### config.mk
export PLATFORM = sky130hd
export DESIGN_NAME = unary_add_sequencer
export DESIGN_NICKNAME = d
export VERILOG_FILES = /design/src/rtl/unary_ctrl_pkg.sv /design/src/rtl/unary_add_sequencer_bin_to_unary.sv /design/src/rtl/unary_add_sequencer.sv
export SDC_FILE = /design/constraint.sdc
export NUM_CORES = 1
export LEC_CHECK = 0
export CORE_ASPECT_RATIO = 2
export CORE_UTILIZATION = 35
export CTS_BUF_LIST = sky130_fd_sc_hd__clkbuf_4 sky130_fd_sc_hd__clkbuf_8
export DETAILED_ROUTE_END_ITERATION = 8
export GPL_TIMING_DRIVEN = 1
export MAX_ROUTING_LAYER = met4
export PLACE_DENSITY = 0.53
export SETUP_SLACK_MARGIN = 0.3
export SYNTH_ARGS = -nofsm -noshare
export SYNTH_HDL_FRONTEND = slang
export SYNTH_HIERARCHICAL = 1
export SYNTH_SLANG_ARGS = --single-unit
### constraint.sdc
create_clock -name clk -period 6.4 [get_ports clk]
set_input_delay 1.28 -clock clk [delete_from_list [all_inputs] [get_ports clk]]
set_output_delay 1.28 -clock clk [all_outputs]
set_load 0.005 [all_outputs]
### src/rtl/unary_ctrl_pkg.sv
// Shared control types for the unary add sequencer: FSM state encoding and
// the unary stream length derived from the binary operand width.
package unary_ctrl_pkg;

  typedef enum logic [1:0] {
    ST_IDLE = 2'd0,
    ST_RUN  = 2'd1,
    ST_RESP = 2'd2
  } state_e;

  // Longest unary stream a BIN_BITS-wide operand pair can produce, plus margin.
  function automatic int u_bits(input int bin_bits);
    return 32'sd1 << (bin_bits + 32'sd1);
  endfunction

endpackage

### src/rtl/unary_add_sequencer_bin_to_unary.sv
// Binary-to-unary converter: loads a count and emits a 1 each enabled cycle
// while the remaining count is nonzero, counting down by one per cycle.
module bin_to_unary #(
  parameter int W = 4
) (
  input  logic         clk,
  input  logic         reset_n,
  input  logic         load,
  input  logic         en,
  input  logic [W-1:0] value,
  output logic         nonzero
);

  logic [W-1:0] rem_r;

  // Remaining-count register: load, then count down while enabled and nonzero.
  always_ff @(posedge clk or negedge reset_n) begin
    if (!reset_n) begin
      rem_r <= '0;
    end else if (load) begin
      rem_r <= value;
    end else if (en && (rem_r != '0)) begin
      rem_r <= rem_r - W'(1);
    end
  end

  assign nonzero = (rem_r != '0);

endmodule

### src/rtl/unary_add_sequencer.sv
// Feeds two binary operands as unary pulse streams into an external adder,
// measures the returned sum pulse and reports its binary length with a check.
module unary_add_sequencer
  import unary_ctrl_pkg::*;
#(
  parameter int BIN_BITS = 4
) (
  input  logic                clk,
  input  logic                reset_n,
  input  logic                in_valid,
  output logic                in_ready,
  input  logic [BIN_BITS-1:0] in_a,
  input  logic [BIN_BITS-1:0] in_b,
  output logic                add_a,
  output logic                add_b,
  input  logic                add_out,
  output logic                res_valid,
  input  logic                res_ready,
  output logic [BIN_BITS:0]   res_sum,
  output logic                res_err
);

  localparam int SW     = BIN_BITS + 1;
  localparam int U_BITS = u_bits(BIN_BITS);

  state_e        state_r;
  state_e        state_next_s;
  logic          a_nz_s;
  logic          b_nz_s;
  logic          load_s;
  logic          run_s;
  logic          done_s;
  logic          timeout_s;
  logic [SW-1:0] sum_cnt_r;
  logic [SW-1:0] run_cnt_r;
  logic [SW-1:0] sum_exp_r;
  logic [SW-1:0] res_sum_r;
  logic          res_err_r;

  bin_to_unary #(.W(BIN_BITS)) u_conv_a (
    .clk     (clk),
    .reset_n (reset_n),
    .load    (load_s),
    .en      (run_s),
    .value   (in_a),
    .nonzero (a_nz_s)
  );

  bin_to_unary #(.W(BIN_BITS)) u_conv_b (
    .clk     (clk),
    .reset_n (reset_n),
    .load    (load_s),
    .en      (run_s),
    .value   (in_b),
    .nonzero (b_nz_s)
  );

  // Normal completion needs both streams drained and the sum pulse ended.
  assign done_s    = !a_nz_s && !b_nz_s && !add_out;
  assign timeout_s = (run_cnt_r == SW'(U_BITS - 1));

  // FSM state register.
  always_ff @(posedge clk or negedge reset_n) begin
    if (!reset_n) begin
      state_r <= ST_IDLE;
    end else begin
      state_r <= state_next_s;
    end
  end

  // FSM next-state logic.
  always_comb begin
    state_next_s = state_r;
    case (state_r)
      ST_IDLE: begin
        if (in_valid) state_next_s = ST_RUN;
        else          state_next_s = ST_IDLE;
      end
      ST_RUN: begin
        if (done_s || timeout_s) state_next_s = ST_RESP;
        else                     state_next_s = ST_RUN;
      end
      ST_RESP: begin
        if (res_ready) state_next_s = ST_IDLE;
        else           state_next_s = ST_RESP;
      end
      default: state_next_s = ST_IDLE;
    endcase
  end

  // FSM output decode.
  always_comb begin
    in_ready  = 1'b0;
    res_valid = 1'b0;
    run_s     = 1'b0;
    case (state_r)
      ST_IDLE: in_ready  = 1'b1;
      ST_RUN:  run_s     = 1'b1;
      ST_RESP: res_valid = 1'b1;
      default: in_ready  = 1'b0;
    endcase
    load_s = in_ready && in_valid;
    add_a  = run_s && a_nz_s;
    add_b  = run_s && b_nz_s;
  end

  // Run/sum counters and expected sum, armed on operand acceptance.
  always_ff @(posedge clk or negedge reset_n) begin
    if (!reset_n) begin
      run_cnt_r <= '0;
      sum_cnt_r <= '0;
      sum_exp_r <= '0;
    end else if (load_s) begin
      run_cnt_r <= '0;
      sum_cnt_r <= '0;
      sum_exp_r <= SW'(in_a) + SW'(in_b);
    end else if (run_s) begin
      run_cnt_r <= run_cnt_r + SW'(1);
      if (add_out && (sum_cnt_r != '1)) begin
        sum_cnt_r <= sum_cnt_r + SW'(1);
      end
    end
  end

  // Result capture on leaving RUN; held untouched through RESP.
  always_ff @(posedge clk or negedge reset_n) begin
    if (!reset_n) begin
      res_sum_r <= '0;
      res_err_r <= 1'b0;
    end else if (run_s && done_s) begin
      res_sum_r <= sum_cnt_r;
      res_err_r <= (sum_cnt_r != sum_exp_r);
    end else if (run_s && timeout_s) begin
      res_sum_r <= '1;
      res_err_r <= 1'b1;
    end
  end

  assign res_sum = res_sum_r;
  assign res_err = res_err_r;

endmodule

Yosys cells after proc, flatten, opt, wreduce, memory -nomap -nowiden
Index checks and enable logic that the tools add are counted.
{"block": "op_classes", "addsub": 5, "n_eq_ne": 5, "mux": 20, "reduce_logical": 21}
{"cell": "$mux 5", "n": 7}
{"cell": "$mux 4", "n": 4}
{"cell": "$add 5x1->5 const B", "n": 2}
{"cell": "$reduce_bool 2->1", "n": 5}
{"cell": "$logic_and 1x1->1", "n": 8}
{"cell": "$reduce_bool 4->1", "n": 2}
{"cell": "$sub 4x1->4 const B", "n": 2}
{"cell": "$mux 1", "n": 6}
{"cell": "$pmux 2 s3", "n": 1}
{"cell": "$add 4x4->5", "n": 1}
{"cell": "$eq 5x5->1 const B", "n": 1}
{"cell": "$ne 5x5->1", "n": 1}
{"cell": "$ne 5x5->1 const B", "n": 1}
{"cell": "$mux 2", "n": 2}
{"cell": "$logic_not 1->1", "n": 3}
{"cell": "$eq 2x1->1 const B", "n": 1}
{"cell": "$eq 2x2->1 const B", "n": 1}
{"cell": "$logic_not 2->1", "n": 1}
{"cell": "$reduce_and 2->1", "n": 1}
{"cell": "$logic_or 1x1->1", "n": 1}
{"block": "word_totals", "regBits": 31, "input_bits": 13}

Longest topological paths before layout
Gate-level depths: netlist of run 1.
{"block": "depth", "word_depth": 7, "ltp_mapped": 7}

Modules after synthesis
Netlist of run 1, hierarchy kept.
{"mod": "unary_add_sequencer", "n_inst": 1, "cells_per_inst": 116, "area_each_um2": 1207.4, "seq_area_each_um2": 575.6}
{"mod": "bin_to_unary", "n_inst": 2, "cells_per_inst": 26, "area_each_um2": 255.2, "seq_area_each_um2": 100.1}

Least setup slack after synthesis of run 1
Ideal clock, no wire load.
{"block": "synth_timing", "path_type": "input to register", "start": "input port in_valid", "end": "register u_conv_a.rem_r[1]", "t_arrival_ns": 2.551, "required_time_ns": 6.273, "path_slack_ns": 3.722, "path_stages": 6, "cell_sequence": "or3b_1 -> buf_2 -> inv_2 -> buf_1 -> nor3b_1 -> a221o_2"}
{"block": "synth_via", "elab_chain_len": 2, "elab_cells_between_ends": 3, "classes_between": "1 x mux; 2 x reduce/logical"}
{"item": "from (decl)", "line_no": "unary_add_sequencer.sv:10", "text": "input logic in_valid,"}
{"item": "$logic_and 1x1->1 *", "line_no": "unary_add_sequencer.sv:102", "text": "load_s = in_ready && in_valid;"}
{"item": "net load_s", "line_no": "unary_add_sequencer.sv:30", "text": "logic load_s;"}
{"item": "$mux 4 / $reduce_bool 2->1 (equally long branches)"}
{"item": "to (signal assigned)", "line_no": "unary_add_sequencer_bin_to_unary.sv:21", "text": "rem_r <= value;"}
{"item": "to (signal assigned)", "line_no": "unary_add_sequencer_bin_to_unary.sv:23", "text": "rem_r <= rem_r - W'(1);"}
{"item": "to (decl)", "line_no": "unary_add_sequencer_bin_to_unary.sv:14", "text": "logic [W-1:0] rem_r;"}
The timed path passes the listed nets; every way through them passes the cells marked *.
A chain may end at the register's enable or synchronous reset.

Worst setup path after layout of run 1
{"block": "layout_timing", "start": "register u_conv_b.rem_r[0]", "end": "output port add_b"}
{"block": "layout_via", "elab_chain_len": 2}
{"item": "from (decl)", "line_no": "unary_add_sequencer_bin_to_unary.sv:14"}
{"item": "from (signal assigned)", "line_no": "unary_add_sequencer_bin_to_unary.sv:21"}
{"item": "from (signal assigned)", "line_no": "unary_add_sequencer_bin_to_unary.sv:23"}
{"item": "$reduce_bool 4->1", "line_no": "unary_add_sequencer_bin_to_unary.sv:27", "text": "assign nonzero = (rem_r != '0);"}
{"item": "net b_nz_s", "line_no": "unary_add_sequencer.sv:29", "text": "logic b_nz_s;"}
{"item": "$logic_and 1x1->1", "line_no": "unary_add_sequencer.sv:104", "text": "add_b = run_s && b_nz_s;"}
{"item": "to (decl)", "line_no": "unary_add_sequencer.sv:15", "text": "output logic add_b,"}
The timed path passes the listed nets, and every way through them passes these cells.

==> results of run 1 <==
## worst max-delay path: stages (launching register included)
cell and delay [ns]:
dfrtp_1 0.38, inv_1 0.10, ha_1 0.23, or3b_1 0.47, and2_1 0.18, clkdlybuf4s50_1 0.44
## cells in the final DEF (no fill, tap or decap), drive strengths merged, types with 2 or more instances in the layout
cell type      count
dfrtp             31
clkdlybuf4s50     22
nand2             17
inv               11
ha                10
o21ai              8
nand3              8
a21oi              8
xnor2              6
clkbuf             6
nor2               5
o22a               5
nor3               4
nor3b              4
and3               4
a221o              4
nand2b             3
or3b               3
a21o               2
and2               2
or3                2
a22o               2
mux2               2
nor4b              2
o31a               2
and4b              2
a211oi             2
## power breakdown
part	internal, mW	total (mW)	switching [mW]
Combinational	0.237	0.427	0.190
Sequential	0.287	0.365	0.0777
Clock	0.0842	0.153	0.0690
Total	0.608	0.945	0.336
## cell type report
cell class	count	share of cell area, %
repair buffers	23	11.0
clock buffers	6	3.99
flip-flops and latches	31	37.5
clock inverters	1	0.242
inverters	11	2.12
multi-input cells	119	41.8
well taps	55	3.33
## metrics by stage
step           cell area, um2  utilization [%]
2_1_floorplan            1720                -
3_3_place_gp             1980             42.7
3_5_place_dp             1980             42.7
4_1_cts                  2070             44.6
5_1_grt                  2070             44.6
6_report                 2070             44.6
## path summary, 6_finish.rpt
path                            slack [ns]      endpoint  cells past startpoint               from
worst max-delay path                  3.06         add_b                      5  u_conv_b/rem_r[0]
worst min-delay path                  0.50  run_cnt_r[2]                      1       run_cnt_r[2]
worst max register to register        4.03       res_err                      6  u_conv_b/rem_r[0]
worst min register to register        0.50  run_cnt_r[2]                      1       run_cnt_r[2]
max in group asynchronous             4.69  run_cnt_r[2]                      2            reset_n
min in group asynchronous             1.40  sum_cnt_r[1]                      2            reset_n
## registers in the layout, indices dropped and copies added, names as in the netlist
register,flops
res_err,1
res_sum,5
run_cnt_r,5
state_r,2
sum_cnt_r,5
sum_exp_r,5
u_conv_a/rem_r,4
u_conv_b/rem_r,4
## logic make-up (layout without fill, tap and decap cells)
logic type | count (synthesis) | in the layout
simple gates | 61 | 61
compound gates | 37 | 37
flops | 31 | 31
buf+inv | 18 | 41
fa+ha+maj | 11 | 11
xor+xnor | 7 | 7
mux | 3 | 3
## routing by layer
layer	vias to the layer above	share of wire (%)
met2	23	55
met4	0	1.6
li1	647	-
met3	6	2.8
met1	639	41
met5	-	0
==> results.toml, run 1 <==
[routing]
drt_iter0_markers = 16
drc_errors = 0
drtAntennaViolNets = 0
drt_wl_total_um = 3920
vias_per_cell = 5.35
dr.pass1.iters = 4
wire_per_inst_um = 15.9
num_vias = 1315

[power]
power.density_mw_per_mm2 = 457
leakage_nw = 0.920
p_total_mw = 0.945
ir_drop_v = 0.000202

[logic_synthesis]
synth_compound_area_share_pct = 15.4
synth_top_family_by_area = "simple AND/OR/NAND/NOR gates"
synth_most_common_cell = "dfrtp_1"
ys.flop_type = "dfrtp_1"
synthSimpleGateAreaFrac_pct = 21.0
synth_mux_area_share_pct = 1.89
synth_top_area_share_pct = 45.2
synth_xor_area_share_pct = 3.57
yosysWarningCount = 6
synthTopCellsByArea = "dfrtp_1, ha_1, nand2_1, xnor2_1, o22a_1"
seq_area_frac_synth_pct = 45.2
synth_commonest_cells = "dfrtp_1, nand2_1, ha_1, inv_1"
synth_area_per_cell_um2 = 10.2
synth-edff-count = 0
synthesis.area_mm2 = 0.00172
postSynthCellCount = 168
syn-num-nets = 192
ys_ff_latch = 31
synth_cell_types = 43
synth_top_cell_by_area = "dfrtp_1"
synth_adder_area_share_pct = 8.45
async_reset_ff_share_pct = 100

[sta]
finalMaxSlewViolations = 0
rsz0062_at_grt = "no"
worstMarginPinSlew_ns = 0.465
slew_headroom_pct = 68.9
finalCritPeriodShare_pct = 52.3
setup_viol = 0
whs_ns = 0.495
clock_skew_ns = 0.00512
max_freq_ghz = 0.299
hold_viol = 0
finalCriticalPeriod_ns = 3.34
setup_slack_ns = 3.06
finalSetupTns_ns = 0

[setup_path]
setup.worst_path.end_class = "output pin"
required_ns = 5.12
setup.worst_path.start_class = "flip-flop"
setup.worst_path.class = "reg -> out"
cp.arrival_ns = 2.06
crit_fanout = 6

[floorplan]
fp.dieH_um = 101
io_pins = 23
die-area_mm2 = 0.00521
start_util_pct = 37.0
rows = 35
die_x_um = 51.5
core-area_mm2 = 0.00464

[clock_network]
cts_buffers = 5
cts.path.max_buffers = 2
cts-htree-levels = 2
root_buffer = "clkbuf_8"
cts_hold_buf = 0
clk_pin_slew_ns = 0.06
cts_sinks = 31
clock_latency_ns = 0.27
post_cts_resized = 0
cts_setup_buffers = 0
cts_tree = "yes"

[grt]
grt_antenna_before_repair = 0
grtUsageMet1_pct = 17.4
grt_max_degree = 32
grt-ovfl-total = 0
grt_pass1_wl_um = 6420
grt_use_met2_pct = 31.6
grt.busiest_layer = "met2"
grtUsageMet3_pct = 3.32
grt_pass1_vias = 1366
grt.total_usage_pct = 17.3

[cells_and_area]
fill_cells = 483
final_cells = 246
drive_gt1_share_pct = 9.95
syn2layout_area_growth_pct = 20.5
antennaDiodeCount = 0
regArea_um2 = 776
multi_input_area_um2 = 866
final_nets = 215

[place]
hpwl_um = 2900
place_ws_ns = 3.07
place.gp.congestion = 0.788
place_inst = 239
portBuffers = 22

[outcome]
status = "complete, no violations"

[run]
maxCapViolCount = 0

[min_path]
holdCritPathClass = "reg -> reg"
Note: power is estimated with default switching activity, not from simulation.
==> run 2: changes to the inputs <==
--- a/config.mk
+++ b/config.mk
@@ -11,7 +11,7 @@
 export DETAILED_ROUTE_END_ITERATION = 8
 export GPL_TIMING_DRIVEN = 1
 export MAX_ROUTING_LAYER = met4
-export PLACE_DENSITY = 0.53
+export PLACE_DENSITY = 0.55
 export SETUP_SLACK_MARGIN = 0.3
 export SYNTH_ARGS = -nofsm -noshare
 export SYNTH_HDL_FRONTEND = slang
==> constraint.sdc (replaced) <==
create_clock -name clk -period 2.7 [get_ports clk]
set_input_delay 0.54 -clock clk [delete_from_list [all_inputs] [get_ports clk]]
set_output_delay 0.54 -clock clk [all_outputs]
set_load 0.005 [all_outputs]
==> results.toml, run 2 (synthesis results as in run 1) <==
[min_path]
holdCritPathClass = "reg -> reg"
holdPathStages = 1
hold_path.startpoint = "run_cnt_r[2]"
min_to = "run_cnt_r[2]"

[clock_network]
cts-htree-levels = 2
root_buffer = "clkbuf_8"
cts_sinks = 31
cts_buffers = 5
cts.path.max_buffers = 2
clk_pin_slew_ns = 0.07
cts_tree = "yes"
cts_hold_buf = 0
clock_latency_ns = 0.28

[cells_and_area]
final_common_cell = "dfrtp_1"
layout_common_cells = "dfrtp_1, clkdlybuf4s50_1, nand2_1"
antennaDiodeCount = 0
final_cells = 255
fill_cells = 473
drive_gt1_share_pct = 18.0
final_nets = 223
syn2layout_area_growth_pct = 26.1

[sta]
clock_skew_ns = 0.00626
setup_slack_ns = 0.434
slew_headroom_pct = 68.6
finalCriticalPeriod_ns = 2.27
setup_viol = 0
hold_viol = 0
max_freq_ghz = 0.441
worstMarginPinSlew_ns = 0.471
finalMaxSlewViolations = 0
rsz0062_at_grt = "no"
finalSetupTns_ns = 0
finalCritPeriodShare_pct = 83.9

[routing]
drt_wl_total_um = 3990
drtAntennaViolNets = 0
dr.pass1.iters = 4
drc_errors = 0
vias_per_cell = 5.47
drt_iter0_markers = 45
num_vias = 1394
wire_per_inst_um = 15.7

[setup_path]
reg2reg_to = "res_err"
crit_fanout = 4
setup.worst_path.end_class = "output pin"
r2r-start = "u_conv_a/rem_r[1]"
setup.worst_path.class = "reg -> out"
r2r_cells = 8
cp.arrival_ns = 1.73
required_ns = 2.16
reg2reg_slack_ns = 0.59
setup.worst_path.start_class = "flip-flop"

[floorplan]
rows = 35
die_x_um = 51.5
core-area_mm2 = 0.00464
fp.dieH_um = 101
die-area_mm2 = 0.00521
start_util_pct = 37.0
io_pins = 23

[grt]
grt_antenna_before_repair = 0
grt_pass1_wl_um = 6650
grt.total_usage_pct = 17.8
grt_pass1_vias = 1495
grt-ovfl-total = 0
grt_max_degree = 32

[place]
place.gp.congestion = 0.803
portBuffers = 22
place_ws_ns = 0.310
hpwl_um = 2820
place_inst = 242

[power]
leakage_nw = 0.959
ir_drop_v = 0.000688
power.density_mw_per_mm2 = 1100

[outcome]
status = "complete, no violations"

[run]
maxCapViolCount = 0
[run 2: cell types whose count changed in the layout (fill, tap and decap cells not counted), sizes merged]
cell           previous run  this run
clkbuf                    6         8
dlygate4sd2               0         2
clkinv                    1         0
clkdlybuf4s50            22        20
clkinvlp                  0         1
buf                       1         8
[run 2: worst max-delay path by stage]
stage / cells past startpoint / to / slack (ns) / from
after floorplan: 7 / res_err / 0.68 / u_conv_b/rem_r[0]
after global placement: 5 / u_conv_a/rem_r[1] / 0.39 / in_valid
after detailed placement: 5 / u_conv_b/rem_r[1] / 0.31 / in_valid
after CTS: 5 / add_a / 0.43 / u_conv_a/rem_r[1]
after global routing: 5 / add_a / 0.36 / u_conv_a/rem_r[1]
final: 5 / add_a / 0.43 / u_conv_a/rem_r[1]
[run 2: where the power goes]
| part | switching (mW) | internal (mW) | leakage [nW] |
|---|---|---|---|
| registers | 0.180 | 0.681 | 0.383 |
| clock network | 0.173 | 0.243 | 0.0549 |
| logic | 0.497 | 0.619 | 0.521 |
| total | 0.850 | 1.54 | 0.959 |
[run 2: final cells by class]
class | instances | area, um2 | share of cell area, %
Timing Repair inverter | 1 | 7.51 | 0.347
Multi-Input combinational cell | 119 | 888 | 41.0
Timing Repair Buffer | 30 | 278 | 12.8
Tap cell | 55 | 68.8 | 3.18
Clock buffer | 8 | 104 | 4.79
Sequential cell | 31 | 776 | 35.8
Inverter | 11 | 43.8 | 2.02
[run 2: metrics by stage]
step           total power [mW]  hold WS (ns)  cell area (um2)  utilization, %
5_1_grt                    2.59         0.530             2170            46.7
6_report                   2.39         0.501             2170            46.7
3_5_place_dp               1.91         0.492             2000            43.2
4_1_cts                    2.41         0.506             2170            46.7
2_1_floorplan              1.55         0.244             1720               -
3_3_place_gp               1.84         0.482             2000            43.2
[run 2: metal layers]
layer	global-route usage, %	vias up	routed length (um)
met5	-	-	0
met4	7.69	0	65
met3	3.02	6	147
met1	17.8	683	1500
li1	-	670	-
met2	32.5	35	2280
[run 2: what timing repair did]
action                     in CTS  in global routing
buffers inserted                4                  0
setup endpoints to repair       2                  0
resized for setup              11                  0
[run 2: worst max-delay path, cell delays in order, from the launching register on]
cell           delay [ns]
dfrtp_1              0.39
inv_1                0.08
ha_2                 0.20
or3b_4               0.38
and2_1               0.14
dlygate4sd2_1        0.25
